==> src/rtl/sb_pkg.sv <==
// Shared definitions for the store buffer drain controller: FSM encoding,
// the store entry record and default sizing constants.
package sb_pkg;

  localparam int SB_DEPTH_DEF  = 4;
  localparam int SB_ADDR_W_DEF = 32;
  localparam int SB_DATA_W_DEF = 32;
  localparam int SB_STRB_W_DEF = SB_DATA_W_DEF / 8;

  // Drain FSM: IDLE waits for work, ISSUE presents the head entry,
  // WAIT_ACK holds the single outstanding write until memory completes it.
  typedef enum logic [1:0] {
    SB_IDLE     = 2'd0,
    SB_ISSUE    = 2'd1,
    SB_WAIT_ACK = 2'd2
  } sb_state_e;

  // One buffered store at the default widths.
  typedef struct packed {
    logic [SB_ADDR_W_DEF-1:0] addr;
    logic [SB_DATA_W_DEF-1:0] data;
    logic [SB_STRB_W_DEF-1:0] strb;
  } sb_entry_t;

endpackage

==> src/rtl/storebuffer_fifo.sv <==
// In-order store FIFO: storage, wrap-bit pointers, full/count and the head
// read port. With STOREBUFFER_LOAD_HAZARD_EN defined it also exposes every
// slot's address/strobe and a per-slot valid mask for load probing.
module storebuffer_fifo
  import sb_pkg::*;
#(
  parameter int DEPTH  = SB_DEPTH_DEF,
  parameter int ADDR_W = SB_ADDR_W_DEF,
  parameter int DATA_W = SB_DATA_W_DEF,
  parameter int STRB_W = DATA_W / 8,
  parameter int CW     = $clog2(DEPTH) + 1
) (
  input  logic              clk,
  input  logic              resetn,
  input  logic              push_i,
  input  logic [ADDR_W-1:0] push_addr_i,
  input  logic [DATA_W-1:0] push_data_i,
  input  logic [STRB_W-1:0] push_strb_i,
  input  logic              pop_i,
  output logic              full_o,
  output logic [CW-1:0]     count_o,
  output logic [ADDR_W-1:0] head_addr_o,
  output logic [DATA_W-1:0] head_data_o,
  output logic [STRB_W-1:0] head_strb_o
`ifdef STOREBUFFER_LOAD_HAZARD_EN
  ,
  output logic [ADDR_W-1:0] ent_addr_o [DEPTH],
  output logic [STRB_W-1:0] ent_strb_o [DEPTH],
  output logic [DEPTH-1:0]  ent_valid_o
`endif
);

  localparam int IW = $clog2(DEPTH);

  logic [IW:0]       head_q, head_d, tail_q, tail_d;
  logic [ADDR_W-1:0] addr_mem [DEPTH];
  logic [DATA_W-1:0] data_mem [DEPTH];
  logic [STRB_W-1:0] strb_mem [DEPTH];

  // Pointer advance: tail on push, head on pop; the extra top bit is the wrap flag.
  always_comb begin
    head_d = head_q;
    tail_d = tail_q;
    if (push_i) tail_d = tail_q + 1'b1;
    if (pop_i)  head_d = head_q + 1'b1;
  end

  // Pointer registers.
  always_ff @(posedge clk) begin
    if (!resetn) begin
      head_q <= '0;
      tail_q <= '0;
    end else begin
      head_q <= head_d;
      tail_q <= tail_d;
    end
  end

  // Entry storage is written at the tail slot on an accepted push.
  always_ff @(posedge clk) begin
    if (push_i) begin
      addr_mem[tail_q[IW-1:0]] <= push_addr_i;
      data_mem[tail_q[IW-1:0]] <= push_data_i;
      strb_mem[tail_q[IW-1:0]] <= push_strb_i;
    end
  end

  assign full_o  = (head_q[IW-1:0] == tail_q[IW-1:0]) && (head_q[IW] != tail_q[IW]);
  assign count_o = tail_q - head_q;

  assign head_addr_o = addr_mem[head_q[IW-1:0]];
  assign head_data_o = data_mem[head_q[IW-1:0]];
  assign head_strb_o = strb_mem[head_q[IW-1:0]];

`ifdef STOREBUFFER_LOAD_HAZARD_EN
  // A slot is live when its distance from the head is below the occupancy.
  for (genvar g = 0; g < DEPTH; g++) begin : g_probe
    logic [IW-1:0] dist;
    assign dist           = IW'(g) - head_q[IW-1:0];
    assign ent_valid_o[g] = ({1'b0, dist} < count_o);
    assign ent_addr_o[g]  = addr_mem[g];
    assign ent_strb_o[g]  = strb_mem[g];
  end
`endif

endmodule

==> src/rtl/storebuffer_drain_ctrl.sv <==
// Store buffer drain controller: queues committed stores and writes them to
// the data memory one at a time (valid/ready request, separate ack pulse).
// Provides fence sequencing with a one-cycle completion pulse.
// Optional load-address hazard probe: define STOREBUFFER_LOAD_HAZARD_EN.
//
// Handshakes: a push is taken on a cycle with push_valid & push_ready; a
// memory request is taken on a cycle with mem_req_valid & mem_req_ready, and
// mem_req_addr/data/strb stay stable while mem_req_valid is held waiting.
// mem_ack is honoured only while the single accepted write is outstanding.
module storebuffer_drain_ctrl
  import sb_pkg::*;
#(
  parameter int DEPTH  = SB_DEPTH_DEF,
  parameter int ADDR_W = SB_ADDR_W_DEF,
  parameter int DATA_W = SB_DATA_W_DEF,
  localparam int STRB_W = DATA_W / 8,
  localparam int CW     = $clog2(DEPTH) + 1
) (
  input  logic              clk,
  input  logic              resetn,
  input  logic              push_valid,
  output logic              push_ready,
  input  logic [ADDR_W-1:0] push_addr,
  input  logic [DATA_W-1:0] push_data,
  input  logic [STRB_W-1:0] push_strb,
  output logic              mem_req_valid,
  input  logic              mem_req_ready,
  output logic [ADDR_W-1:0] mem_req_addr,
  output logic [DATA_W-1:0] mem_req_data,
  output logic [STRB_W-1:0] mem_req_strb,
  input  logic              mem_ack,
  input  logic              fence_req,
  output logic              fence_done,
  output logic              sb_empty,
  output logic [CW-1:0]     sb_count,
  input  logic [ADDR_W-1:0] ld_addr,
  output logic              ld_hit
);

  // state_q is the observable FSM state for checkers.
  sb_state_e state_q, state_d;
  logic      fence_pending_q, fence_pending_d;
  logic      full, push_fire, pop;

`ifdef STOREBUFFER_LOAD_HAZARD_EN
  logic [ADDR_W-1:0] ent_addr  [DEPTH];
  logic [STRB_W-1:0] ent_strb  [DEPTH];
  logic [DEPTH-1:0]  ent_valid;
`endif

  assign push_ready = ~full;
  assign push_fire  = push_valid & ~full;
  assign pop        = (state_q == SB_WAIT_ACK) & mem_ack;

  storebuffer_fifo #(
    .DEPTH (DEPTH),
    .ADDR_W(ADDR_W),
    .DATA_W(DATA_W),
    .STRB_W(STRB_W),
    .CW    (CW)
  ) u_fifo (
    .clk        (clk),
    .resetn     (resetn),
    .push_i     (push_fire),
    .push_addr_i(push_addr),
    .push_data_i(push_data),
    .push_strb_i(push_strb),
    .pop_i      (pop),
    .full_o     (full),
    .count_o    (sb_count),
    .head_addr_o(mem_req_addr),
    .head_data_o(mem_req_data),
    .head_strb_o(mem_req_strb)
`ifdef STOREBUFFER_LOAD_HAZARD_EN
    ,
    .ent_addr_o (ent_addr),
    .ent_strb_o (ent_strb),
    .ent_valid_o(ent_valid)
`endif
  );

  // Drain FSM next state and request valid; the head stays queued until its ack.
  always_comb begin
    state_d       = state_q;
    mem_req_valid = 1'b0;
    case (state_q)
      SB_IDLE: begin
        if (sb_count != '0) state_d = SB_ISSUE;
      end
      SB_ISSUE: begin
        mem_req_valid = 1'b1;
        if (mem_req_ready) state_d = SB_WAIT_ACK;
      end
      SB_WAIT_ACK: begin
        // Entries left after this pop, including a same-cycle push, go straight to ISSUE.
        if (mem_ack) state_d = ((sb_count > CW'(1)) || push_fire) ? SB_ISSUE : SB_IDLE;
      end
      default: state_d = SB_IDLE;
    endcase
  end

  assign sb_empty   = (sb_count == '0) && (state_q == SB_IDLE);
  assign fence_done = fence_pending_q & sb_empty;

  // A fence stays pending until the first fully drained cycle; repeats are absorbed.
  always_comb begin
    fence_pending_d = fence_pending_q | fence_req;
    if (fence_done) fence_pending_d = 1'b0;
  end

  // FSM and fence registers.
  always_ff @(posedge clk) begin
    if (!resetn) begin
      state_q         <= SB_IDLE;
      fence_pending_q <= 1'b0;
    end else begin
      state_q         <= state_d;
      fence_pending_q <= fence_pending_d;
    end
  end

`ifdef STOREBUFFER_LOAD_HAZARD_EN
  localparam int OFF_W = $clog2(STRB_W);

  // Word-granular overlap of the load address against every live store with any byte enabled.
  always_comb begin
    ld_hit = 1'b0;
    for (int i = 0; i < DEPTH; i++) begin
      if (ent_valid[i] && (ent_strb[i] != '0) &&
          ((ent_addr[i] >> OFF_W) == (ld_addr >> OFF_W)))
        ld_hit = 1'b1;
    end
  end
`else
  assign ld_hit = 1'b0;
  logic unused_ld_addr;
  assign unused_ld_addr = &{1'b0, ld_addr};
`endif

endmodule

==> config.mk <==
export PLATFORM = sky130hd
export DESIGN_NAME = storebuffer_drain_ctrl
export DESIGN_NICKNAME = d
export VERILOG_FILES = /design/src/rtl/sb_pkg.sv /design/src/rtl/storebuffer_fifo.sv /design/src/rtl/storebuffer_drain_ctrl.sv
export SDC_FILE = /design/constraint.sdc
export NUM_CORES = 1
export LEC_CHECK = 0
export ABC_CLOCK_PERIOD_IN_PS = 7100
export CORE_ASPECT_RATIO = 0.8
export CORE_MARGIN = 2
export CORE_UTILIZATION = 40
export CTS_BUF_LIST = sky130_fd_sc_hd__clkbuf_4 sky130_fd_sc_hd__clkbuf_8 sky130_fd_sc_hd__clkbuf_16
export DETAILED_ROUTE_END_ITERATION = 6
export PLACE_DENSITY = 0.68
export SETUP_SLACK_MARGIN = 0.05
export SLEW_MARGIN = 10
export SYNTH_ARGS = -nofsm -noshare
export SYNTH_HDL_FRONTEND = slang
export SYNTH_SLANG_ARGS = --single-unit
export TNS_END_PERCENT = 5
==> constraint.sdc <==
create_clock -name clk -period 7.1 [get_ports clk]
set_clock_uncertainty 0.2 [all_clocks]
set_input_delay 1.775 -clock clk [delete_from_list [all_inputs] [get_ports clk]]
set_output_delay 1.775 -clock clk [all_outputs]
set_load 0.005 [all_outputs]
==> qor.txt, run 1 <==
leading cell types by total area after synthesis: edfxtp_1, mux4_2, dfxtp_1
status: complete, no violations
dpl hpwl: 10700 um
htree depth: 1
1st-iter DRT viols: 264
min cycle time layout: 4.94 ns
DRC Markers: 0
worst vdd ir: 0.201 mV
Worst setup EP type: primary output
Syn. warnings: 0
mux contribution to synthesized area: 14.8%
Total Wirelength: 19200 um
Setup Viol. Count Final: 0
fin crit share: 69.6%
synthesized net count: 538
Fin Setup TNS: 0 ns
Sink Count: 283
layout cell share with drive strength beyond 1: 20.9%
antenna viol nets, final: 0
GPL Wtd Cong: 0.719
DR pass1 iterations: 4
fin nets: 700
grt ovf: 0
Ant. Diodes: 0
met3 routed WL: 1130 um
cell row count: 52
cts bufs inserted: 28
max_cap viols: 0
main combinational cell family by area after synthesis: multiplexers
clk slew on worst S/H paths: 0.06 ns
Max Used Layer: met5
vias in the first global route: 5270
initial antenna violation count: 1
post-synthesis sequential area ratio: 80.2%
Root Driver: clkbuf_16
CTS tree: done
Layout area overhead: 27.0%
Placeable Area: 25500 um^2
die height: 149 um
Worst Path Class, Setup: register to primary output
min-delay worst type: register to register
met1 wire length: 8350 um
LEAKAGE: 0.00420 uW
Cells after Synth: 424
synthesized cell area: 10500 um^2
top cell type's share of synthesized area: 78.1%
post-CTS setup buffers: 0
worst-skew pair later-pin latency: 0.54 ns
area fraction in compound gates after synthesis: 0.610%
Slew HR: 26.3%
routed len/inst: 20.0 um
clk buf depth: 3
wire length on met2: 9310 um
adder-cell share of the synthesized area: 1.03%
startpoint types: register
Total Die Area: 27500 um^2
Fmax: 0.202 GHz
leading area contributor after synthesis: edfxtp_1
Vias: 4788
Total GRT Usage: 14.1%
die width: 185 um
port buffer count: 148
via/cell ratio: 4.99
Max Slew Vio Count: 0
Starting Density: 41.0%
arrival time at the worst endpoint: 2.97 ns
pin count of the biggest net entering global routing: 70
RSZ-0062 raised after global routing: no
WHS: 0.259 ns
Fin. Hold Viols: 0
PwrDens: 289 nW/um^2
Critical Path RT: 5.12 ns
Yosys reg bits: 283
Ports: 182
hold buffer count at cts: 0
first-pass GRT wire length: 29700 um
Mean Syn Cell Area: 24.7 um^2
crit path max fanout: 4
slew of the pin with the lowest slew margin: 1.11 ns
post-CTS resize count: 0
Synth Area in Simple Gates: 1.58%
Synth Area in XOR/XNOR: 0.562%
synth unique cells: 30
-- worst paths after layout --
check | slack, ns | cells after the start | to | startpoint
worst max-delay path | 2.16 | 7 | fence_done | u_fifo.tail_q[0]$_SDFFE_PN0P_
worst min register to register | 0.26 | 1 | fence_pending_q$_SDFF_PP0_ | fence_pending_q$_SDFF_PP0_
worst max register to register | 4.35 | 4 | u_fifo.addr_mem[0][19]$_DFFE_PP_ | u_fifo.tail_q[0]$_SDFFE_PN0P_
worst min-delay path | 0.26 | 1 | fence_pending_q$_SDFF_PP0_ | fence_pending_q$_SDFF_PP0_
-- routing by layer --
metal | up-vias | global-route usage, %
met4 | 2 | 3.21
met5 | - | 0
met2 | 124 | 23.1
met3 | 32 | 3.75
li1 | 2123 | -
met1 | 2507 | 18.9
-- sequential cells by signal, summed over array words and instances (netlist names), named ones only --
register / count
state_q: 2
u_fifo.addr_mem: 128
u_fifo.strb_mem: 16
fence_pending_q: 1
u_fifo.tail_q: 3
u_fifo.head_q: 3
u_fifo.data_mem: 128
-- kinds of logic (layout without fill, tap and decap cells) --
logic type | after synthesis | in the layout
DFF | 283 | 283
muxes | 70 | 70
xor gates and xnor gates | 5 | 5
AOI/OAI and AO/OA | 8 | 8
and+or+nand+nor | 25 | 25
other | 1 | 1
buffers and inverters | 24 | 208
adders and majority gates | 8 | 8
-- report_power, final --
group	internal, uW	switching [uW]
Sequential	1920	22.9
Combinational	209	153
Clock	921	611
-- cell type report --
type / instances / area, um^2
Fill cell: 2001 / 12200
Clock inverter: 20 / 238
Inverter: 6 / 22.5
Clock buffer: 32 / 731
Timing Repair Buffer: 150 / 1500
Tap cell: 351 / 439
Sequential cell: 283 / 8400
Multi-Input combinational cell: 117 / 1960
-- per-stage QoR --
step	instance area [um^2]	setup WS [ns]	utilization [%]	cells	power, uW
after detailed placement	12300	2.75	48.3	907	2350
final	13300	2.16	52.1	959	3840
after global placement	12300	2.81	48.3	907	2330
after global routing	13300	2.03	52.1	959	3980
after floorplan	10500	2.76	-	424	2140
after CTS	13300	2.14	52.1	959	3890
-- cell usage after synthesis --
cell type,count
o21ai_1,2
nand2_1,1
xnor2_1,3
dfxtp_1,11
buf_2,8
buf_4,3
clkbuf_1,6
buf_6,1
fa_1,1
nand4_1,1
nand3b_1,3
nor2_1,2
a21oi_1,1
ha_1,7
nand3_1,1
nor2b_1,4
o21ai_0,1
a31oi_4,1
mux2i_1,2
xor2_2,2
nor4b_2,1
a211oi_1,1
inv_1,6
nand2b_1,1
a22oi_1,2
edfxtp_1,272
nand4b_1,2
and2_1,9
mux4_2,68
conb_1,1
-- layout by cell type (no fill, tap or decap), types with 2 or more instances in the layout --
cell               n
clkbuf_4           4
xnor2_1            3
clkbuf_16         28
dfxtp_4            2
nand4b_1           2
buf_4              2
o21ai_1            2
xor2_2             2
inv_1              6
clkinvlp_4         3
clkinv_2           6
nor2b_1            4
nand3b_1           3
mux4_2            68
bufinv_16          5
mux2i_1            2
dfxtp_1            9
and2_4             4
clkdlybuf4s50_1  148
edfxtp_1         272
nor2_1             2
and2_1             5
a22oi_1            2
clkinv_1           5
ha_1               7
-- worst max-delay path: stages, from the launching register on --
cell             delay, ns
dfxtp_1               0.36
inv_1                 0.11
ha_1                  0.23
fa_1                  0.47
xor2_2                0.21
nor4b_2               0.35
and2_1                0.18
clkdlybuf4s50_1       0.51
Note: power is estimated with default switching activity, not from simulation.
==> run 2, diff against run 1 <==
--- a/config.mk
+++ b/config.mk
@@ -5,7 +5,7 @@
 export SDC_FILE = /design/constraint.sdc
 export NUM_CORES = 1
 export LEC_CHECK = 0
-export ABC_CLOCK_PERIOD_IN_PS = 7100
+export ABC_CLOCK_PERIOD_IN_PS = 5000
 export CORE_ASPECT_RATIO = 0.8
 export CORE_MARGIN = 2
 export CORE_UTILIZATION = 40
==> constraint.sdc (replaced) <==
create_clock -name clk -period 5 [get_ports clk]
set_clock_uncertainty 0.2 [all_clocks]
set_input_delay 1.25 -clock clk [delete_from_list [all_inputs] [get_ports clk]]
set_output_delay 1.25 -clock clk [all_outputs]
set_load 0.005 [all_outputs]
==> run 2 against run 1 <==
  * Count of clock-buffer cells in the layout increased by 1
  * Sequential share of layout area up 0.23 points
  * First-iteration DRC count up 15%
  * Clock power up 31%
  * Via count shrank 0.94%
==> qor.txt, run 2 (synthesized netlist as in run 1, its figures left out) <==
GPL Wtd Cong: 0.703
clk buf depth: 3
min-delay worst type: register to register
CTS tree: done
share of power burned in registers: 52.5%
worst vdd ir: 0.295 mV
RSZ-0062 raised after global routing: no
fin crit share: 87.3%
commonest non-fill, non-tap cell in the layout: edfxtp_1
cts bufs inserted: 28
Ports: 182
worst reg2reg setup slack: 2.25 ns
Final WS setup: 0.636 ns
first-pass GRT wire length: 29100 um
post-CTS setup buffers: 0
met2 global-route usage: 22.8%
arrival time at the worst endpoint: 2.91 ns
P_sw: 1070 uW
Combinational Power Share: 9.6%
startpoint types: register
cell row count: 52
hold_sp: fence_pending_q$_SDFF_PP0_
dpl hpwl: 10500 um
post-CTS resize count: 0
GR Util met3: 3.87%
fin nets: 701
worst-skew pair later-pin latency: 0.53 ns
busiest layer in global routing: met2
Int Pwr: 4200 uW
design area: 13200 um^2
hold buffer count at cts: 0
PwrDens: 399 nW/um^2
r2r startpoint: u_fifo.tail_q[0]$_SDFFE_PN0P_
DR pass1 iterations: 6
Setup Viol. Count Final: 0
Total Wirelength: 18800 um
Total GRT Usage: 13.8%
min cycle time layout: 4.36 ns
Core Util, Final: 51.9%
Fmax: 0.229 GHz
1st-iter DRT viols: 303
Ant. Diodes: 0
grt ovf: 0
Placeable Area: 25500 um^2
vias in the first global route: 5309
Fin Setup TNS: 0 ns
r2r worst-path depth: 4
Starting Density: 41.0%
worst hold path endpoint: fence_pending_q$_SDFF_PP0_
clock network fraction of design power: 37.9%
worst slack, placed: 1.16 ns
most frequent cells in the layout: edfxtp_1, clkdlybuf4s50_1, mux4_2
Vias: 4743
initial antenna violation count: 0
Root Driver: clkbuf_16
Layout area overhead: 26.5%
crit path max fanout: 4
pin count of the biggest net entering global routing: 69
via/cell ratio: 4.95
Worst Path Class, Setup: register to primary output
Reg2Reg Capture Point: u_fifo.addr_mem[2][15]$_DFFE_PP_
Max Slew Vio Count: 0
status: complete, no violations
Sink Count: 283
placed cell areas: 12300 um^2
htree depth: 1
Critical Path RT: 3.55 ns
Sw Share: 20.3%
Worst setup EP type: primary output
die width: 185 um
DRC Markers: 0
max_cap viols: 0
port buffer count: 148
die height: 149 um
clk slew on worst S/H paths: 0.06 ns
Fin. Hold Viols: 0
Total Die Area: 27500 um^2
LEAKAGE: 0.00418 uW
layout cell share with drive strength beyond 1: 20.3%
met1 GRT Util: 18.4%
Slew HR: 27.3%
antenna viol nets, final: 0
slew of the pin with the lowest slew margin: 1.09 ns
Hold Crit Depth: 1
routed len/inst: 19.6 um
-- run 2: layout make-up --
cell class | instances | area [um^2]
Tap cell | 351 | 439
Inverter | 6 | 22.5
Multi-Input combinational cell | 117 | 1960
Fill cell | 2041 | 12300
Timing Repair Buffer | 151 | 1530
Clock inverter | 17 | 131
Clock buffer | 33 | 756
Sequential cell | 283 | 8400
-- run 2: critical path, cell delays in order, from the launching register on --
cell and delay [ns]:
dfxtp_1 0.37, inv_1 0.11, ha_1 0.23, fa_1 0.47
xor2_2 0.21, nor4b_2 0.32, and2_1 0.17, clkdlybuf4s50_1 0.49
-- run 2: per-layer routing --
| metal | vias to the layer above | share of wire, % |
|---|---|---|
| li1 | 2116 | - |
| met1 | 2467 | 43 |
| met2 | 130 | 48 |
| met3 | 30 | 6.5 |
| met4 | 0 | 2.1 |
| met5 | - | 0 |
-- run 2: how the worst max path moves through the flow --
stage,startpoint,endpoint,slack (ns)
2_1_floorplan,push_valid,u_fifo.addr_mem[3][0]$_DFFE_PP_,1.19
3_3_place_gp,u_fifo.tail_q[0]$_SDFFE_PN0P_,fence_done,1.22
3_5_place_dp,u_fifo.tail_q[0]$_SDFFE_PN0P_,fence_done,1.16
4_1_cts,u_fifo.tail_q[0]$_SDFFE_PN0P_,fence_done,0.58
5_1_grt,u_fifo.tail_q[0]$_SDFFE_PN0P_,fence_done,0.48
6_report,u_fifo.tail_q[0]$_SDFFE_PN0P_,fence_done,0.64
-- run 2: through the flow --
stage                     hold slack (ns)  power [uW]  instances
after CTS                           0.257        5340        958
after detailed placement            0.247        3340        908
final                               0.255        5270        958
after floorplan                     0.214        3040        424
after global routing                0.279        5470        958
after global placement              0.233        3320        908
-- run 2: power by group through the flow --
stage	Sequential, uW	Combinational, uW	Clock, uW
after CTS	2770	518	2050
after detailed placement	2820	515	0
after global routing	2780	546	2140
final	2770	504	2000
after global placement	2810	504	0
after floorplan	2800	233	0
